[src/rtl/serial_cmd_parser.sv]
// rtl/serial_cmd_parser.sv - 7-byte command frame parser with XOR checksum
// Optional inter-byte timeout enabled by defining TIMEOUT_EN.
module serial_cmd_parser #(
   parameter logic [7:0] SYNC_BYTE = 8'hA5,
   parameter int         TIMEOUT   = 69400,
   parameter int         TO_W      = 17
) (
   input  logic        clk,
   input  logic        reset,
   input  logic [7:0]  rx_byte,
   input  logic        rbyte_ready,
   output logic        cmd_valid,
   output logic [3:0]  cmd_op,
   output logic [1:0]  cmd_motor,
   output logic [31:0] cmd_data,
   output logic        frame_err,
   output logic [7:0]  err_cnt,
   output logic        busy,
   output logic        timeout_p
);

   typedef enum logic [1:0] {S_IDLE, S_HDR, S_DATA, S_CS} state_t;

   state_t      state, state_n;
   logic [1:0]  idx;
   logic [7:0]  acc;
   logic [3:0]  op_sh;
   logic [1:0]  motor_sh;
   logic [31:0] data_sh;
   logic        to_expire;
   logic        cs_hit, cs_miss;

   assign busy    = (state != S_IDLE);
   assign cs_hit  = rbyte_ready && (state == S_CS) && (rx_byte == acc);
   assign cs_miss = rbyte_ready && (state == S_CS) && (rx_byte != acc);

   always_ff @(posedge clk or posedge reset) begin
      if (reset) state <= S_IDLE;
      else       state <= state_n;
   end

   // A strobe always wins over a timeout expiring in the same cycle.
   always_comb begin
      state_n = state;
      if (rbyte_ready) begin
         case (state)
            S_IDLE:  if (rx_byte == SYNC_BYTE) state_n = S_HDR;
            S_HDR:   state_n = S_DATA;
            S_DATA:  if (idx == 2'd3) state_n = S_CS;
            S_CS:    state_n = S_IDLE;
            default: state_n = S_IDLE;
         endcase
      end else if (to_expire) begin
         state_n = S_IDLE;
      end
   end

   always_ff @(posedge clk or posedge reset) begin
      if (reset) begin
         cmd_valid <= 1'b0;
         cmd_op    <= 4'd0;
         cmd_motor <= 2'd0;
         cmd_data  <= 32'd0;
         frame_err <= 1'b0;
         err_cnt   <= 8'd0;
         idx       <= 2'd0;
         acc       <= 8'd0;
         op_sh     <= 4'd0;
         motor_sh  <= 2'd0;
         data_sh   <= 32'd0;
      end else begin
         cmd_valid <= cs_hit;
         frame_err <= cs_miss;
         if (cs_hit) begin
            cmd_op    <= op_sh;
            cmd_motor <= motor_sh;
            cmd_data  <= data_sh;
         end
         if (cs_miss && (err_cnt != 8'hFF)) err_cnt <= err_cnt + 8'd1;
         if (rbyte_ready) begin
            case (state)
               S_IDLE: if (rx_byte == SYNC_BYTE) acc <= 8'd0;
               S_HDR: begin
                  // Header bits [3:2] are reserved but still feed the checksum.
                  op_sh    <= rx_byte[7:4];
                  motor_sh <= rx_byte[1:0];
                  acc      <= rx_byte;
                  idx      <= 2'd0;
               end
               S_DATA: begin
                  data_sh <= {data_sh[23:0], rx_byte};
                  acc     <= acc ^ rx_byte;
                  idx     <= idx + 2'd1;
               end
               default: ;
            endcase
         end
      end
   end

`ifdef TIMEOUT_EN
   logic [TO_W-1:0] to_cnt;

   assign to_expire = !rbyte_ready && (state != S_IDLE) && (to_cnt == TO_W'(TIMEOUT));

   always_ff @(posedge clk or posedge reset) begin
      if (reset) begin
         to_cnt    <= '0;
         timeout_p <= 1'b0;
      end else begin
         timeout_p <= to_expire;
         if (rbyte_ready || (state == S_IDLE)) to_cnt <= '0;
         else if (!to_expire)                  to_cnt <= to_cnt + TO_W'(1);
      end
   end
`else
   logic unused_to;

   assign unused_to = ^{TO_W'(TIMEOUT)};
   assign to_expire = 1'b0;
   assign timeout_p = 1'b0;
`endif

endmodule

[config.mk]
export PLATFORM = sky130hd
export DESIGN_NAME = serial_cmd_parser
export DESIGN_NICKNAME = d
export VERILOG_FILES = /design/src/rtl/serial_cmd_parser.sv
export SDC_FILE = /design/constraint.sdc
export NUM_CORES = 1
export LEC_CHECK = 0
export CAP_MARGIN = 0
export CELL_PAD_IN_SITES_DETAIL_PLACEMENT = 0
export CELL_PAD_IN_SITES_GLOBAL_PLACEMENT = 1
export CORE_MARGIN = 2
export CORE_UTILIZATION = 45
export CTS_CLUSTER_DIAMETER = 80
export DETAILED_ROUTE_END_ITERATION = 12
export PLACE_DENSITY_LB_ADDON = 0.12
export SYNTH_ARGS = -nofsm -noshare
export SYNTH_HDL_FRONTEND = slang
export SYNTH_SLANG_ARGS = --single-unit
[constraint.sdc]
create_clock -name clk -period 8.5 [get_ports clk]
set_input_delay 0.85 -clock clk [delete_from_list [all_inputs] [get_ports clk]]
set_output_delay 0.85 -clock clk [all_outputs]
set_load 0.005 [all_outputs]
==> impl_metrics.py <==
metrics = {
    "logic_synthesis": {
        "ys_seq_elements": 98,
        "synth.most_common_cell": "dfrtp_1",
        "yosysTopAreaCell": "dfrtp_1",
        "yosys-top-cells-count": "dfrtp_1, mux2_2, o21ai_0",
        "ys_warn_count": 0,
        "synth_cell_type_count": 31,
        "ys.flop_type": "dfrtp_1",
        "synthArstFlopShare_pct": 100,
        "syn_area_sq_um": 4140,
        "synth_top_area_share_pct": 59.3,
        "ys_seq_area_share_pct": 59.3,
        "netlist_instances": 297,
        "syn_avg_cell_area_sq_um": 13.9,
        "synth_edf_count": 0,
        "synth.net_count": 315,
        "synth_top_cells_by_area": "dfrtp_1, mux2_2, mux2_1",
    },
    "clock_network": {
        "holdBufCountCts": 0,
        "cts_resized": 0,
        "clk_pin_slew_ns": 0.09,
        "clock_sinks": 98,
        "clkLatencyLatePin_ns": 0.36,
        "cts_root_buf": "clkbuf_8",
        "cts_setup_buffers": 0,
        "cts_buffers": 9,
        "cts_buffer_depth": 2,
        "cts_max_level": 3,
        "cts_tree": "done",
    },
    "critical_path": {
        "rrSetupSlack_ns": 5.75,
        "critPathKind": "in -> reg",
        "cp_data_arrival_time_ns": 3.63,
        "cp-end-kind": "register",
        "cp_cell_sequence": "clkdlybuf4s50_1, xor2_1, nor4_2, nand2_2, nor2_4, mux2_2",
        "cpPeakStageDelay_ns": 0.92,
        "slowest_stage": "nor2_4",
        "critPathLaunchType": "input pin",
        "critPathRequiredTime_ns": 8.74,
        "path_max_fanout": 39,
    },
    "sta": {
        "clock_skew_ns": 0.0112,
        "rsz0062_at_grt": "no",
        "drv_slew": 0,
        "finalHoldViolCount": 0,
        "min_period_over_period_pct": 39.8,
        "worstMarginPinSlew_ns": 1.17,
        "finalSetupViolCount": 0,
        "clock.fmax_ghz": 0.296,
        "period_needed_ns": 3.38,
        "maxSlewHeadroom_pct": 21.9,
        "timing.final.ws_setup_ns": 5.12,
        "finalSetupTns_ns": 0,
    },
    "place": {
        "pre_cts_ws_ns": 4.67,
        "hpwl_um": 4870,
        "portBuffers": 59,
        "placed_area_sq_um": 4810,
        "gp_congestion": 0.783,
    },
    "floorplan": {
        "dieHeight_um": 99.9,
        "rows": 34,
        "initial_core_util_pct": 47.0,
        "core_sq_um": 8810,
        "dieWidth_um": 99.9,
        "dieArea_sq_um": 9980,
        "pin_count": 61,
    },
    "drt": {
        "num_vias": 2475,
        "routedWlPerCell_um": 15.6,
        "drc": 0,
        "final_antenna_net_count": 0,
        "vias_per_cell": 5.28,
        "drt_iter0_drc": 66,
        "routed_wl_um": 7300,
        "first_pass_iters": 4,
    },
    "global_route": {
        "track_usage_pct": 15.5,
        "grt_max_degree": 72,
        "overflow": 0,
        "grt_pass1_vias": 2345,
        "antenna_found_initial": 0,
        "grt_pass1_wl_um": 11900,
    },
    "layout": {
        "utilization_pct": 57.0,
        "design_area_sq_um": 5020,
        "area_delta_synth_final_pct": 21.4,
        "diodes": 0,
        "drive_gt1_share_pct": 25.5,
        "nets": 376,
    },
    "power_and_ir_drop": {
        "p_per_area_nw_per_um2": 282,
        "leakage_nw": 2.29,
        "vdd_drop_max_uv": 135,
    },
    "run": {
        "cap_violations": 0,
    },
    "hold_path": {
        "hp-class": "reg -> reg",
    },
    "outcome": {
        "status": "finished, final reports clean",
    },
}
## cells by family (layout without fill, tap and decap cells)
| kind of cell | count (synthesis) | after routing | synth area share (%) |
|---|---|---|---|
| DFF | 98 | 98 | 59.3 |
| and+or+nand+nor | 49 | 49 | 6.89 |
| AOI/OAI and AO/OA | 32 | 32 | 4.81 |
| other | 1 | 1 | 0.0906 |
| buffers and inverters | 17 | 81 | 2.30 |
| adders and majority gates | 7 | 7 | 2.12 |
| muxes | 80 | 80 | 21.8 |
| xor gates and xnor gates | 13 | 13 | 2.75 |
## flip-flops by register name (all words and copies together) (netlist names)
name       flops
err_cnt        8
cmd_motor      2
cmd_op         4
acc            8
cmd_data      32
frame_err      1
cmd_valid      1
motor_sh       2
data_sh       32
state          2
idx            2
op_sh          4
## worst paths after layout
path / startpoint / end / depth (start not counted)
min in group asynchronous: reset / op_sh[1] / 2
min reg2reg: data_sh[29] / cmd_data[29] / 1
max in group asynchronous: reset / cmd_data[17] / 3
max reg2reg: acc[6] / cmd_data[9] / 5
max: rx_byte[6] / cmd_data[9] / 6
min: data_sh[29] / cmd_data[29] / 1
## area by class of cell
class                   instances  area [sq um]
fillers                       755          3780
flip-flops and latches         98          2450
multi-input cells             182          1590
repair buffers                 61           606
clock buffers                  10           138
well taps                     108           135
clock inverters                 4          76.3
inverters                       6          25.0
## metal layers
layer | GRT usage (%) | share of wire, % | routed length [um] | vias to the layer above
met5 | 0 | 0 | 0 | -
met4 | 7.80 | 1.9 | 139 | 0
met3 | 3.13 | 4.0 | 294 | 12
met2 | 22.9 | 45 | 3260 | 55
met1 | 22.0 | 49 | 3600 | 1235
li1 | - | - | - | 1173
## report_power, final
group | total (mW) | internal [mW] | switching, mW
Sequential | 0.699 | 0.603 | 0.0965
Combinational | 0.386 | 0.224 | 0.163
Clock | 0.328 | 0.172 | 0.157
## through the flow
| stage | cells | total power, mW | hold slack, ns |
|---|---|---|---|
| finish | 469 | 1.41 | 0.486 |
| global route | 469 | 1.50 | 0.496 |
| CTS | 469 | 1.43 | 0.491 |
| detailed placement | 455 | 1.10 | 0.475 |
| global placement | 455 | 1.09 | 0.466 |
| floorplan | 297 | 0.966 | 0.454 |
## worst max-delay path, delay by kind of cell
family,cells,cell delay [ns]
AND/OR/NAND/NOR,3,1.60
buffers and inverters,1,0.52
multiplexers,1,0.43
XOR/XNOR,1,0.21
## layout by cell type (no fill, tap or decap), drive strengths merged
cell | netlist | routed
o21ai | 20 | 20
nand3 | 4 | 4
clkbuf | 2 | 10
or4bb | 2 | 2
inv | 6 | 7
clkdlybuf4s50 | 0 | 59
nor2 | 1 | 1
nand4 | 4 | 4
a2111oi | 1 | 1
bufinv | 0 | 2
nand2b | 3 | 3
clkinvlp | 0 | 1
conb | 1 | 1
nor4 | 2 | 2
a21oi | 2 | 2
nor3 | 1 | 1
xnor2 | 5 | 5
a22o | 8 | 8
and3 | 4 | 4
mux2 | 80 | 80
ha | 7 | 7
nor2b | 10 | 10
nand2 | 18 | 18
xor2 | 8 | 8
dfrtp | 98 | 98
o32a | 1 | 1
buf | 9 | 2
(Power assumes the default switching activity.)
